===== src/rtl/inst_fetch_arb.sv =====
// Instruction ROM port arbiter: prefetch FIFO feeding IF/ID plus a data-side read port.
// Optional macro FETCH_PERF_EN adds prefetch-push and stall performance counters.
module inst_fetch_arb #(
    parameter int          FIFO_DEPTH = 4,
    parameter logic [31:0] RESET_PC   = 32'h00000000
) (
    input  logic        clk,
    input  logic        rst,
`ifdef FETCH_PERF_EN
    output logic [31:0] perf_fetch_cnt,
    output logic [31:0] perf_stall_cnt,
`endif
    output logic        rom_ce,
    output logic [31:0] rom_addr,
    input  logic [31:0] rom_inst,
    output logic        if_valid,
    output logic [31:0] if_pc,
    output logic [31:0] if_inst,
    input  logic        if_ready,
    input  logic        redirect,
    input  logic [31:0] redirect_pc,
    input  logic        halt,
    input  logic        dr_req,
    input  logic [31:0] dr_addr,
    output logic        dr_gnt,
    output logic        dr_valid,
    output logic [31:0] dr_data
);

    localparam int PTR_W = (FIFO_DEPTH > 1) ? $clog2(FIFO_DEPTH) : 1;
    localparam int CNT_W = PTR_W + 1;
    localparam logic [CNT_W-1:0] DEPTH_C = CNT_W'(FIFO_DEPTH);

    typedef enum logic [1:0] {
        S_BOOT,
        S_RUN,
        S_HALT
    } state_t;

    state_t           r_state;
    state_t           w_stateNext;
    logic [31:0]      r_fetchPc;
    logic [31:0]      r_pcMem   [FIFO_DEPTH];
    logic [31:0]      r_instMem [FIFO_DEPTH];
    logic [PTR_W-1:0] r_rdPtr;
    logic [PTR_W-1:0] r_wrPtr;
    logic [CNT_W-1:0] r_count;
    logic [31:0]      r_ifPc;
    logic [31:0]      r_ifInst;
    logic             r_drValid;
    logic [31:0]      r_drData;

    logic             w_booted;
    logic             w_drGnt;
    logic             w_redir;
    logic             w_ifValid;
    logic             w_pop;
    logic             w_popEff;
    logic             w_push;
    logic [PTR_W-1:0] w_rdPtrNext;
    logic [CNT_W-1:0] w_countAfterPop;
    logic [CNT_W-1:0] w_countNext;
    logic             w_unusedBits;

    always_comb begin
        w_stateNext = r_state;
        case (r_state)
            S_BOOT:  w_stateNext = S_RUN;
            S_RUN:   if (halt) w_stateNext = S_HALT;
            S_HALT:  if (!halt) w_stateNext = S_RUN;
            default: w_stateNext = S_BOOT;
        endcase
    end

    always_ff @(posedge clk or posedge rst) begin
        if (rst) r_state <= S_BOOT;
        else     r_state <= w_stateNext;
    end

    assign w_booted  = (r_state != S_BOOT);
    assign w_drGnt   = dr_req && w_booted;
    assign w_redir   = redirect && w_booted;
    assign w_ifValid = (r_count != '0);
    assign w_pop     = w_ifValid && if_ready;
    // A redirect flushes the queue, so a same-cycle pop must not move the read pointer.
    assign w_popEff  = w_pop && !w_redir;
    assign w_push    = (r_state == S_RUN) && !w_drGnt && !redirect
                       && ((r_count < DEPTH_C) || w_pop);

    assign w_rdPtrNext     = r_rdPtr + PTR_W'(w_popEff);
    assign w_countAfterPop = r_count - CNT_W'(w_popEff);
    assign w_countNext     = w_redir ? '0 : (w_countAfterPop + CNT_W'(w_push));
    assign w_unusedBits    = ^{redirect_pc[1:0], dr_addr[1:0]};

    always_comb begin
        rom_ce   = 1'b0;
        rom_addr = 32'h0;
        if (!rst) begin
            if (w_drGnt) begin
                rom_ce   = 1'b1;
                rom_addr = {dr_addr[31:2], 2'b00};
            end else if (w_push) begin
                rom_ce   = 1'b1;
                rom_addr = r_fetchPc;
            end
        end
    end

    always_ff @(posedge clk) begin
        if (w_push) begin
            r_pcMem[r_wrPtr]   <= r_fetchPc;
            r_instMem[r_wrPtr] <= rom_inst;
        end
    end

    always_ff @(posedge clk or posedge rst) begin
        if (rst) begin
            r_fetchPc <= RESET_PC;
            r_rdPtr   <= '0;
            r_wrPtr   <= '0;
            r_count   <= '0;
        end else begin
            r_count <= w_countNext;
            if (w_redir) begin
                r_fetchPc <= {redirect_pc[31:2], 2'b00};
                r_rdPtr   <= '0;
                r_wrPtr   <= '0;
            end else begin
                r_rdPtr <= w_rdPtrNext;
                if (w_push) begin
                    r_fetchPc <= r_fetchPc + 32'd4;
                    r_wrPtr   <= r_wrPtr + PTR_W'(1);
                end
            end
        end
    end

    // The head registers hold their last value whenever the queue ends up empty;
    // an entry pushed into an otherwise-empty queue bypasses storage.
    always_ff @(posedge clk or posedge rst) begin
        if (rst) begin
            r_ifPc   <= 32'h0;
            r_ifInst <= 32'h0;
        end else if (w_countNext != '0) begin
            if (w_countAfterPop == '0) begin
                r_ifPc   <= r_fetchPc;
                r_ifInst <= rom_inst;
            end else begin
                r_ifPc   <= r_pcMem[w_rdPtrNext];
                r_ifInst <= r_instMem[w_rdPtrNext];
            end
        end
    end

    always_ff @(posedge clk or posedge rst) begin
        if (rst) begin
            r_drValid <= 1'b0;
            r_drData  <= 32'h0;
        end else begin
            r_drValid <= w_drGnt;
            if (w_drGnt) r_drData <= rom_inst;
        end
    end

`ifdef FETCH_PERF_EN
    logic [31:0] r_perfFetch;
    logic [31:0] r_perfStall;

    always_ff @(posedge clk or posedge rst) begin
        if (rst) begin
            r_perfFetch <= 32'h0;
            r_perfStall <= 32'h0;
        end else begin
            if (w_push) r_perfFetch <= r_perfFetch + 32'd1;
            if ((r_state == S_RUN) && !w_ifValid) r_perfStall <= r_perfStall + 32'd1;
        end
    end

    assign perf_fetch_cnt = r_perfFetch;
    assign perf_stall_cnt = r_perfStall;
`endif

    assign if_valid = w_ifValid;
    assign if_pc    = r_ifPc;
    assign if_inst  = r_ifInst;
    assign dr_gnt   = w_drGnt;
    assign dr_valid = r_drValid;
    assign dr_data  = r_drData;

endmodule


===== config.mk =====
export PLATFORM = sky130hd
export DESIGN_NAME = inst_fetch_arb
export DESIGN_NICKNAME = d
export VERILOG_FILES = /design/src/rtl/inst_fetch_arb.sv
export SDC_FILE = /design/constraint.sdc
export NUM_CORES = 1
export LEC_CHECK = 0
export BUFFER_PORTS_ARGS = -buffer_cell sky130_fd_sc_hd__buf_4
export CAP_MARGIN = 20
export CORE_MARGIN = 2
export CORE_UTILIZATION = 55
export DETAILED_ROUTE_END_ITERATION = 8
export GPL_TIMING_DRIVEN = 0
export PLACE_DENSITY = 0.76
export RECOVER_POWER = 25
export SYNTH_ARGS = -nofsm -noshare
export SYNTH_HDL_FRONTEND = slang
export SYNTH_SLANG_ARGS = --single-unit
export TNS_END_PERCENT = 100

===== constraint.sdc =====
create_clock -name clk -period 8.3 [get_ports clk]
set_input_delay 1.245 -clock clk [delete_from_list [all_inputs] [get_ports clk]]
set_output_delay 1.245 -clock clk [all_outputs]
set_load 0.01 [all_outputs]

==> results of run 1 <==
-- metal layers --
| layer | wire, um | track usage (%) | up-vias | share of wire (%) |
|---|---|---|---|---|
| li1 | - | - | 6701 | - |
| met1 | 21400 | 42.4 | 7549 | 38 |
| met2 | 26800 | 54.1 | 1137 | 47 |
| met3 | 6440 | 7.09 | 199 | 11 |
| met4 | 2190 | 15.4 | 4 | 3.8 |
| met5 | 23 | 0 | - | 0.040 |
-- final cells by class --
cell class / instances / share of cell area (%)
Timing Repair Buffer: 230 / 7.88
Clock inverter: 24 / 1.48
Sequential cell: 382 / 49.8
Tap cell: 442 / 2.55
Multi-Input combinational cell: 1147 / 30.3
Antenna cell: 2 / 0.0231
Clock buffer: 50 / 5.22
Buffer: 131 / 2.49
Inverter: 12 / 0.231
-- state kept, by name, indices dropped and copies added (netlist names) --
| signal | cells |
|---|---|
| if_inst | 32 |
| r_wrPtr | 2 |
| if_pc | 30 |
| r_pcMem | 120 |
| r_rdPtr | 2 |
| r_instMem | 128 |
| r_count | 3 |
| r_state | 2 |
| dr_data | 32 |
| dr_valid | 1 |
| r_fetchPc | 30 |
-- critical path, cell delays in order --
cell,delay [ns]
buf_4,0.12
o21ai_1,0.25
nand2_1,0.43
clkbuf_1,0.57
clkbuf_1,0.54
nor2_1,0.09
ha_1,0.31
inv_1,0.06
ha_1,0.14
xnor3_1,0.23
a21o_1,0.18
buf_2,0.24
nor3_2,0.77
clkbuf_1,0.55
a22o_1,0.24
a31o_2,0.11
-- kinds of logic after synthesis --
| group | share of synthesized area, % |
|---|---|
| compound gates | 16.7 |
| xor+xnor | 1.01 |
| fa+ha+maj | 0.559 |
| buf+inv | 3.27 |
| flops | 60.3 |
| mux | 3.58 |
| other cells | 0.0209 |
| simple gates | 14.6 |
-- worst paths after layout --
path / start / end / cells after the start
worst min register to register: dr_data[28] / dr_data[28] / 2
max in group asynchronous: rst / if_inst[4] / 3
worst max-delay path: redirect / if_pc[28] / 16
min in group asynchronous: rst / r_fetchPc[20] / 2
worst max register to register: r_state[0] / if_pc[28] / 16
worst min-delay path: dr_data[28] / dr_data[28] / 2
-- synthesized netlist by cell type (all sizes together), types with 3 or more instances --
cell type,n
a211oi,3
xor2,9
and3,10
nand3,137
o211ai,63
a22o,62
or3,4
mux2i,64
nor3,12
a22oi,3
edfxtp,248
dfrtp,134
inv,12
clkbuf,91
nand4,5
a311oi,5
nand2b,5
o21ai,23
nor2,28
a21o,4
a31o,61
xnor2,9
buf,40
a21oi,215
ha,8
a31oi,5
nand2,375
and4,4
nor4,7
and2,4
-- placed cells by master, fill, tap and decap left out, types with 27 or more instances in the layout --
| master | netlist | final |
|---|---|---|
| buf_4 | 6 | 203 |
| nand2_1 | 374 | 374 |
| a31o_2 | 27 | 27 |
| edfxtp_1 | 248 | 248 |
| nor2_1 | 28 | 28 |
| a31o_1 | 34 | 34 |
| o211ai_1 | 63 | 63 |
| dfrtp_1 | 134 | 134 |
| a21oi_1 | 215 | 215 |
| nand3_1 | 136 | 136 |
| clkbuf_1 | 91 | 122 |
| mux2i_1 | 64 | 64 |
| a22o_1 | 62 | 62 |
| clkbuf_16 | 0 | 42 |
-- power by group through the flow --
| stage | Clock, mW | Combinational, mW | Sequential, mW |
|---|---|---|---|
| floorplan | 0 | 2.37 | 2.95 |
| global placement | 0 | 3.78 | 2.99 |
| detailed placement | 0 | 3.88 | 3.00 |
| CTS | 1.95 | 3.91 | 2.96 |
| global route | 2.03 | 4.26 | 3.02 |
| finish | 1.95 | 3.97 | 2.98 |
-- metrics by stage --
stage	cell area [um^2]	hold slack (ns)
after global placement	20200	0.461
after CTS	21800	0.478
final	21700	0.475
after detailed placement	20300	0.464
after global routing	21700	0.499
after floorplan	17900	0.474
==> impl_metrics.ini, run 1 <==
[clocking]
ctsHoldBuffers = 0
clk_pin_slew_ns = 0.06
post_cts_buffers = 0
root_buffer = clkbuf_16
worstSkewPairLatency_ns = 0.54
clockBufferDepth = 3
tritoncts = done
clock_sinks = 382
cts.repair.resized = 0
htreeDepth = 2
cts_buffers = 40

[pwr]
p_leak_nw = 8.64
swShare_pct = 40.3
powerDensity_nw_per_um2 = 411
comb_power_share_pct = 44.7
pwr-share-seq_pct = 33.4
intPower_mw = 5.31
power_mw = 8.90
clockPowerShare_pct = 21.9
vdd_drop_max_mv = 0.252
p_sw_mw = 3.59

[synth]
syn_area_per_cell_um2 = 10.7
yosysUniqueCellTypes = 59
post-synth-top-area-cell = edfxtp_1
synth_flop_cell = edfxtp_1
synth_top_area_share_pct = 41.6
ys_warn_count = 0
ys_ff_latch = 382
syn_inst = 1669
synth_edf_count = 248
syn_area_um2 = 17900
seq_area_frac_synth_pct = 60.3
async_reset_ff_share_pct = 35.1
ys_top_cells_by_area = edfxtp_1, dfrtp_1, nand2_1

[route]
firstDrtPassIters = 6
drc = 0
antenna_left = 0
drtIter0Drc = 2103
post_drt_wl_per_cell_um = 23.5
viasPerCell = 6.44
wirelength_um = 56900
vias = 15600

[place]
dpl.cell_count = 2344
preCtsSetupSlack_ns = 2.24
port_buffers = 225
dpl.hpwl_um = 36600
place.gp.congestion = 0.884

[run_status]
run_status = finished clean

[sta]
tns_ns = 0
relSlewSlack_pct = 26.8
worstMarginPinSlew_ns = 1.10
hold_violations = 0
final-max-slew-violation-count = 0
fin_skew_ns = 0.0187
fin_crit_ns = 5.64
period_share_pct = 67.9
rsz0062_at_grt = no
worst_slack_ns = 2.66
fmax_mhz = 177
setup-violations-final = 0

[critical_path]
critPathLaunchType = input pin
cp.required_ns = 8.77
path_max_fanout = 10
cp-end-kind = flip-flop
rrSetupSlack_ns = 2.89
crit_type = in -> reg
crit_arrival_ns = 6.10

[final_layout]
fillers = 2405
fin_cells = 2420
final_util_pct = 67.1
fin_nets = 2054
multi_input_area_um2 = 6560
register_area_um2 = 10800
drive_above_1_share_pct = 16.9
area_growth_pct = 20.9

[grt]
antenna_found_initial = 4
grt_overflow = 0
grt_first_pass_wirelength_um = 86000
grt_start_max_net_pins = 72
grt_pass1_vias = 15600
grt.total_usage_pct = 33.1

[floorplanning]
rows = 66
initial_core_util_pct = 55.5
dieWidth_um = 184
dieArea_um2 = 34000
die_h_um = 184
coreArea_um2 = 32300
num_io_pins = 234

[min_path]
hp-class = reg -> reg

[job]
max-cap-violations = 0
Power figures use the tool's default switching activity.
==> run 2, diff against run 1 <==
Settings changed: ABC_AREA set to 1, PLACE_DENSITY 0.76 to 0.77.
Clock period 8.3 ns to 5.3 ns, I/O delays scaled along.
==> run 2 against run 1 <==
Effect of this change:
- register-to-register slack got worse by 1.0 ns
- synthesized cell count increased by 13%
- hold slack got worse by 0.0060 ns
- critical path depth decreased by 10
- sequential share of layout area increased by 1.4 points
- non-clock buffer count decreased by 17
- synthesized area decreased by 1.9%
- largest cell class unchanged
- highest routed layer unchanged
==> impl_metrics.ini, run 2 <==
[run_status]
run_status = finished clean

[route]
post_drt_wl_per_cell_um = 19.0
antenna_left = 0
met3_wirelength_um = 5030
wirelength_um = 49200
viasPerCell = 5.62
highest_layer = met5
firstDrtPassIters = 5
vias = 14600
wl_met2_um = 23300
drtIter0Drc = 1412
drc = 0
m1WireLength_um = 19400

[synth]
syn_area_per_cell_um2 = 9.34
synth_most_common_cell = nand2_1
seq_area_frac_synth_pct = 61.4
synth_edf_count = 248
synth_common_cells = nand2_1, edfxtp_1, nand3_1, inv_1, dfrtp_1
async_reset_ff_share_pct = 35.1
synth_flop_cell = edfxtp_1
syn_inst = 1882
ys_warn_count = 0
syn_area_um2 = 17600
ys_top_cells_by_area = edfxtp_1, dfrtp_1, nand2_1
ys_ff_latch = 382
post-synth-top-area-cell = edfxtp_1
yosysUniqueCellTypes = 39
synth_top_area_share_pct = 42.4

[sta]
worstMarginPinSlew_ns = 1.10
hold_violations = 0
fmax_mhz = 241
period_share_pct = 78.3
rsz0062_at_grt = no
fin_crit_ns = 4.15
relSlewSlack_pct = 26.2
final-max-slew-violation-count = 0
worst_slack_ns = 1.15
setup-violations-final = 0
fin_skew_ns = 0.0127

[critical_path]
r2r_end = if_pc[9]
cp-end-kind = output port
crit_type = reg -> out
cp.required_ns = 4.51
path_cells = nor2_1, nor2_1, clkinv_1, clkbuf_1, a21oi_1, buf_4
path_max_fanout = 10
crit_arrival_ns = 3.35
rrSetupSlack_ns = 1.88
reg2reg_depth = 15
crit_top_cell = nor2_1
critPathLaunchType = flip-flop
crit_slowest_cell = nor2_1
r2r-start = r_state[1]
critPathMaxStageDelay_ns = 0.83

[clocking]
clockBufferDepth = 3
cts.repair.resized = 0
cts_buffers = 39
clock_sinks = 382
root_buffer = clkbuf_16
clk_pin_slew_ns = 0.06
tritoncts = done
ctsHoldBuffers = 0
htreeDepth = 2
post_cts_buffers = 0
worstSkewPairLatency_ns = 0.52

[grt]
grt.total_usage_pct = 29.4
grt_first_pass_wirelength_um = 76400
grt_pass1_vias = 14300
grt_overflow = 0
grt_start_max_net_pins = 83
antenna_found_initial = 1

[place]
place.gp.congestion = 1.01
preCtsSetupSlack_ns = 1.26
dpl.hpwl_um = 33600
port_buffers = 225

[floorplanning]
coreArea_um2 = 31600
dieWidth_um = 183
rows = 65
dieArea_um2 = 33400
initial_core_util_pct = 55.7
num_io_pins = 234
die_h_um = 183

[final_layout]
regMostFlops = r_instMem
top_regs = r_instMem: 128 flops, r_pcMem: 120 flops
fin_nets = 2270
largest_reg_flops = 128
diodes = 0
drive_above_1_share_pct = 15.4
final_common_cell = nand2_1
final_cell_mix = nand2_1, edfxtp_1, nand3_1
area_growth_pct = 19.9

[pwr]
comb_power_share_pct = 44.9
intPower_mw = 7.34
swShare_pct = 42.6
power_mw = 12.8
vdd_drop_max_mv = 0.303
p_sw_mw = 5.44
clockPowerShare_pct = 20.2
pwr-share-seq_pct = 34.9
p_leak_nw = 9.67
powerDensity_nw_per_um2 = 606

[job]
max-cap-violations = 0

[min_path]
hold_depth = 2
hp-class = reg -> reg
hold-path-endpoint = dr_data[16]
min_from = dr_data[16]
run 2: cell types whose count changed after synthesis, sizes merged, moves of 24 or more:
cell	delta
o211ai	-60
nand3	+92
o21ai	+68
nor2	+61
mux2i	-64
nand2	+239
a22oi	+24
nand3b	+58
a22o	-62
a21oi	-195
buf	+26
a31o	-61
inv	+180
clkbuf	-47
run 2: cell families (layout without fill, tap and decap cells):
family	after synthesis	in the layout	share of synthesized area, %
buffers and inverters	303	607	7.21
AOI/OAI and AO/OA	159	159	5.13
DFF	382	382	61.4
adders and majority gates	8	8	0.569
xor gates and xnor gates	3	3	0.149
other	1	4	0.0213
and+or+nand+nor	1026	1026	25.5
run 2: final cells by class:
type                       count  area (um^2)
multi-input combinational   1200         5550
timing repair buffer         234         1760
buffer                       110          541
sequential                   382        10800
fill                        2531        10500
tap                          402          503
clock inverter                17          110
clock buffer                  53         1080
inverter                     193          732
run 2: power by group through the flow:
| stage | Combinational [mW] | Sequential (mW) | Clock (mW) |
|---|---|---|---|
| 2_1_floorplan | 3.48 | 4.47 | 0 |
| 3_3_place_gp | 5.49 | 4.50 | 0 |
| 3_5_place_dp | 5.67 | 4.51 | 0 |
| 4_1_cts | 5.71 | 4.45 | 2.59 |
| 5_1_grt | 6.39 | 4.53 | 2.73 |
| 6_report | 5.73 | 4.47 | 2.58 |
run 2: worst max-delay path by stage:
| stage | startpoint | endpoint | slack (ns) | cells after the start |
|---|---|---|---|---|
| after floorplan | rst | dr_data[0] | 0.72 | 2 |
| after global placement | if_ready | r_instMem[0][22] | -1.71 | 6 |
| after detailed placement | dr_req | rom_ce | 1.26 | 7 |
| after CTS | r_state[1] | rom_ce | 1.20 | 6 |
| after global routing | r_state[1] | rom_ce | 1.00 | 6 |
| final | r_state[1] | rom_ce | 1.15 | 6 |
run 2: worst max-delay path, delay by kind of cell, from the launching register on:
kind | cells | cell delay (ns)
buffers and inverters | 3 | 1.28
flip-flops | 1 | 0.39
AO/OA/AOI/OAI | 1 | 0.28
AND/OR/NAND/NOR | 2 | 0.89
run 2: routing by layer:
| metal | vias to the layer above | GRT usage (%) |
|---|---|---|
| li1 | 6770 | - |
| met1 | 6842 | 39.0 |
| met2 | 838 | 49.3 |
| met3 | 114 | 5.36 |
| met4 | 2 | 10.0 |
| met5 | - | 0 |
run 2: per-stage QoR:
stage | instance area, um^2 | utilization (%) | hold slack (ns) | TNS (ns) | std cells
floorplan | 17600 | - | 0.474 | 0 | 1885
global placement | 19800 | 62.7 | 0.454 | -519.76 | 2512
detailed placement | 20000 | 63.4 | 0.460 | 0 | 2521
CTS | 21200 | 67.2 | 0.474 | 0 | 2591
global route | 21100 | 66.8 | 0.492 | 0 | 2591
finish | 21100 | 66.8 | 0.469 | 0 | 2591
==> run 3, diff against run 2 <==
Clock period 5.3 ns to 3.98 ns, I/O delays scaled along.
==> run 3 against run 2 <==
Effect of this change:
- first-iteration DRC count rose by 6.9%
- count of clock-buffer cells in the layout is the same
- cell count up 0.15%
- largest power group unchanged
==> impl_metrics.ini, run 3 (synthesis gave the netlist of run 2 again) <==
[clocking]
worstSkewPairLatency_ns = 0.53
ctsHoldBuffers = 0
root_buffer = clkbuf_16
cts_buffers = 39
post_cts_buffers = 0
tritoncts = done
clk_pin_slew_ns = 0.06
clockBufferDepth = 3
htreeDepth = 2
clock_sinks = 382
cts.repair.resized = 0

[floorplanning]
dieArea_um2 = 33400
coreArea_um2 = 31600
dieWidth_um = 183
num_io_pins = 234
rows = 65
die_h_um = 183
initial_core_util_pct = 55.7

[final_layout]
regMostFlops = r_instMem
area_growth_pct = 20.3
final_common_cell = nand2_1
top_regs = r_instMem: 128 flops, r_pcMem: 120 flops
final_cell_mix = nand2_1, edfxtp_1, nand3_1
largest_reg_flops = 128
fin_nets = 2272
drive_above_1_share_pct = 15.6
stdcell_area_um2 = 21100

[route]
firstDrtPassIters = 6
drtIter0Drc = 1509
viasPerCell = 5.63
drc = 0
vias = 14600
antenna_left = 0
post_drt_wl_per_cell_um = 18.9
wirelength_um = 48900

[grt]
grt_start_max_net_pins = 44
grt.total_usage_pct = 29.1
grt_pass1_vias = 14300
grt_first_pass_wirelength_um = 75700
antenna_found_initial = 1
grt_overflow = 0

[critical_path]
r2r-start = r_state[1]
cp-end-kind = output port
critPathMaxStageDelay_ns = 0.55
rrSetupSlack_ns = 0.60
crit_family = buffers and inverters
reg2reg_depth = 15
r2r_end = if_pc[16]
path_cells = nor2_1, nor2_2, clkinv_1, clkbuf_1, a21oi_1, buf_4
cp.required_ns = 3.38
path_max_fanout = 11
cp.buffers_inverters = 3
crit_arrival_ns = 2.99
critPathLaunchType = flip-flop
crit_slowest_cell = nor2_2
crit_type = reg -> out

[place]
place.gp.congestion = 1.01
place_area_um2 = 20000
port_buffers = 225
preCtsSetupSlack_ns = 0.300
dpl.hpwl_um = 33400

[sta]
worst_slack_ns = 0.390
fin_skew_ns = 0.0112
worstMarginPinSlew_ns = 0.907
fin_crit_ns = 3.59
rsz0062_at_grt = no
hold_violations = 0
setup-violations-final = 0
tns_ns = 0
fmax_mhz = 279
relSlewSlack_pct = 39.5
final-max-slew-violation-count = 0
period_share_pct = 90.2

[min_path]
hp-class = in -> reg
min_from = halt
hold-path-endpoint = r_state[0]
hold_depth = 2

[pwr]
vdd_drop_max_mv = 0.353
powerDensity_nw_per_um2 = 811
p_leak_nw = 9.68

[job]
max-cap-violations = 0

[run_status]
run_status = finished clean
## run 3: cell count changes in the layout (fill, tap and decap cells not counted)
| cell | change |
|---|---|
| buf_12 | +4 |
| clkbuf_16 | +3 |
| clkbuf_8 | -3 |
| clkinvlp_4 | +3 |
| inv_6 | -3 |
| buf_16 | -2 |
| diode_2 | +2 |
| clkinv_1 | -1 |
| clkinv_4 | +1 |
| nor2_1 | -1 |
| nor2_2 | +1 |
## run 3: worst max path at each step
stage / startpoint / to / slack [ns] / cells after the start
6_report: r_state[1] / rom_ce / 0.39 / 6
4_1_cts: r_state[1] / rom_ce / 0.04 / 6
3_3_place_gp: if_ready / r_instMem[0][22] / -2.76 / 6
3_5_place_dp: dr_req / rom_ce / 0.30 / 7
5_1_grt: r_state[1] / rom_ce / 0.34 / 6
2_1_floorplan: if_ready / r_instMem[0][0] / -0.15 / 5
## run 3: layout make-up
type	count	area [um^2]
Sequential cell	382	10800
Fill cell	2455	10400
Multi-Input combinational cell	1200	5550
Timing Repair Buffer	236	1790
Clock buffer	53	1110
Inverter	193	731
Buffer	110	541
Tap cell	402	503
Clock inverter	17	113
Antenna cell	2	5.00
## run 3: per-layer routing
| metal | up-vias | track usage [%] | wire [um] |
|---|---|---|---|
| li1 | 6773 | - | - |
| met1 | 6815 | 37.9 | 18900 |
| met2 | 890 | 48.9 | 22900 |
| met3 | 122 | 5.72 | 5490 |
| met4 | 0 | 10.7 | 1620 |
| met5 | - | 0 | 0 |
## run 3: through the flow
stage                     std cells  utilization [%]  power (mW)  hold slack [ns]
after floorplan                1885                -        10.6            0.474
after global placement         2512             62.7        13.3            0.454
after detailed placement       2523             63.5        13.5            0.460
after CTS                      2593             67.4        17.1            0.267
after global routing           2593             67.0        18.2            0.281
final                          2595             67.0        17.1            0.282
## run 3: report_power, final
part	total (mW)	switching, mW	internal (mW)
sequential	5.95	0.765	5.18
combinational	7.66	5.04	2.63
clock	3.54	1.51	2.03
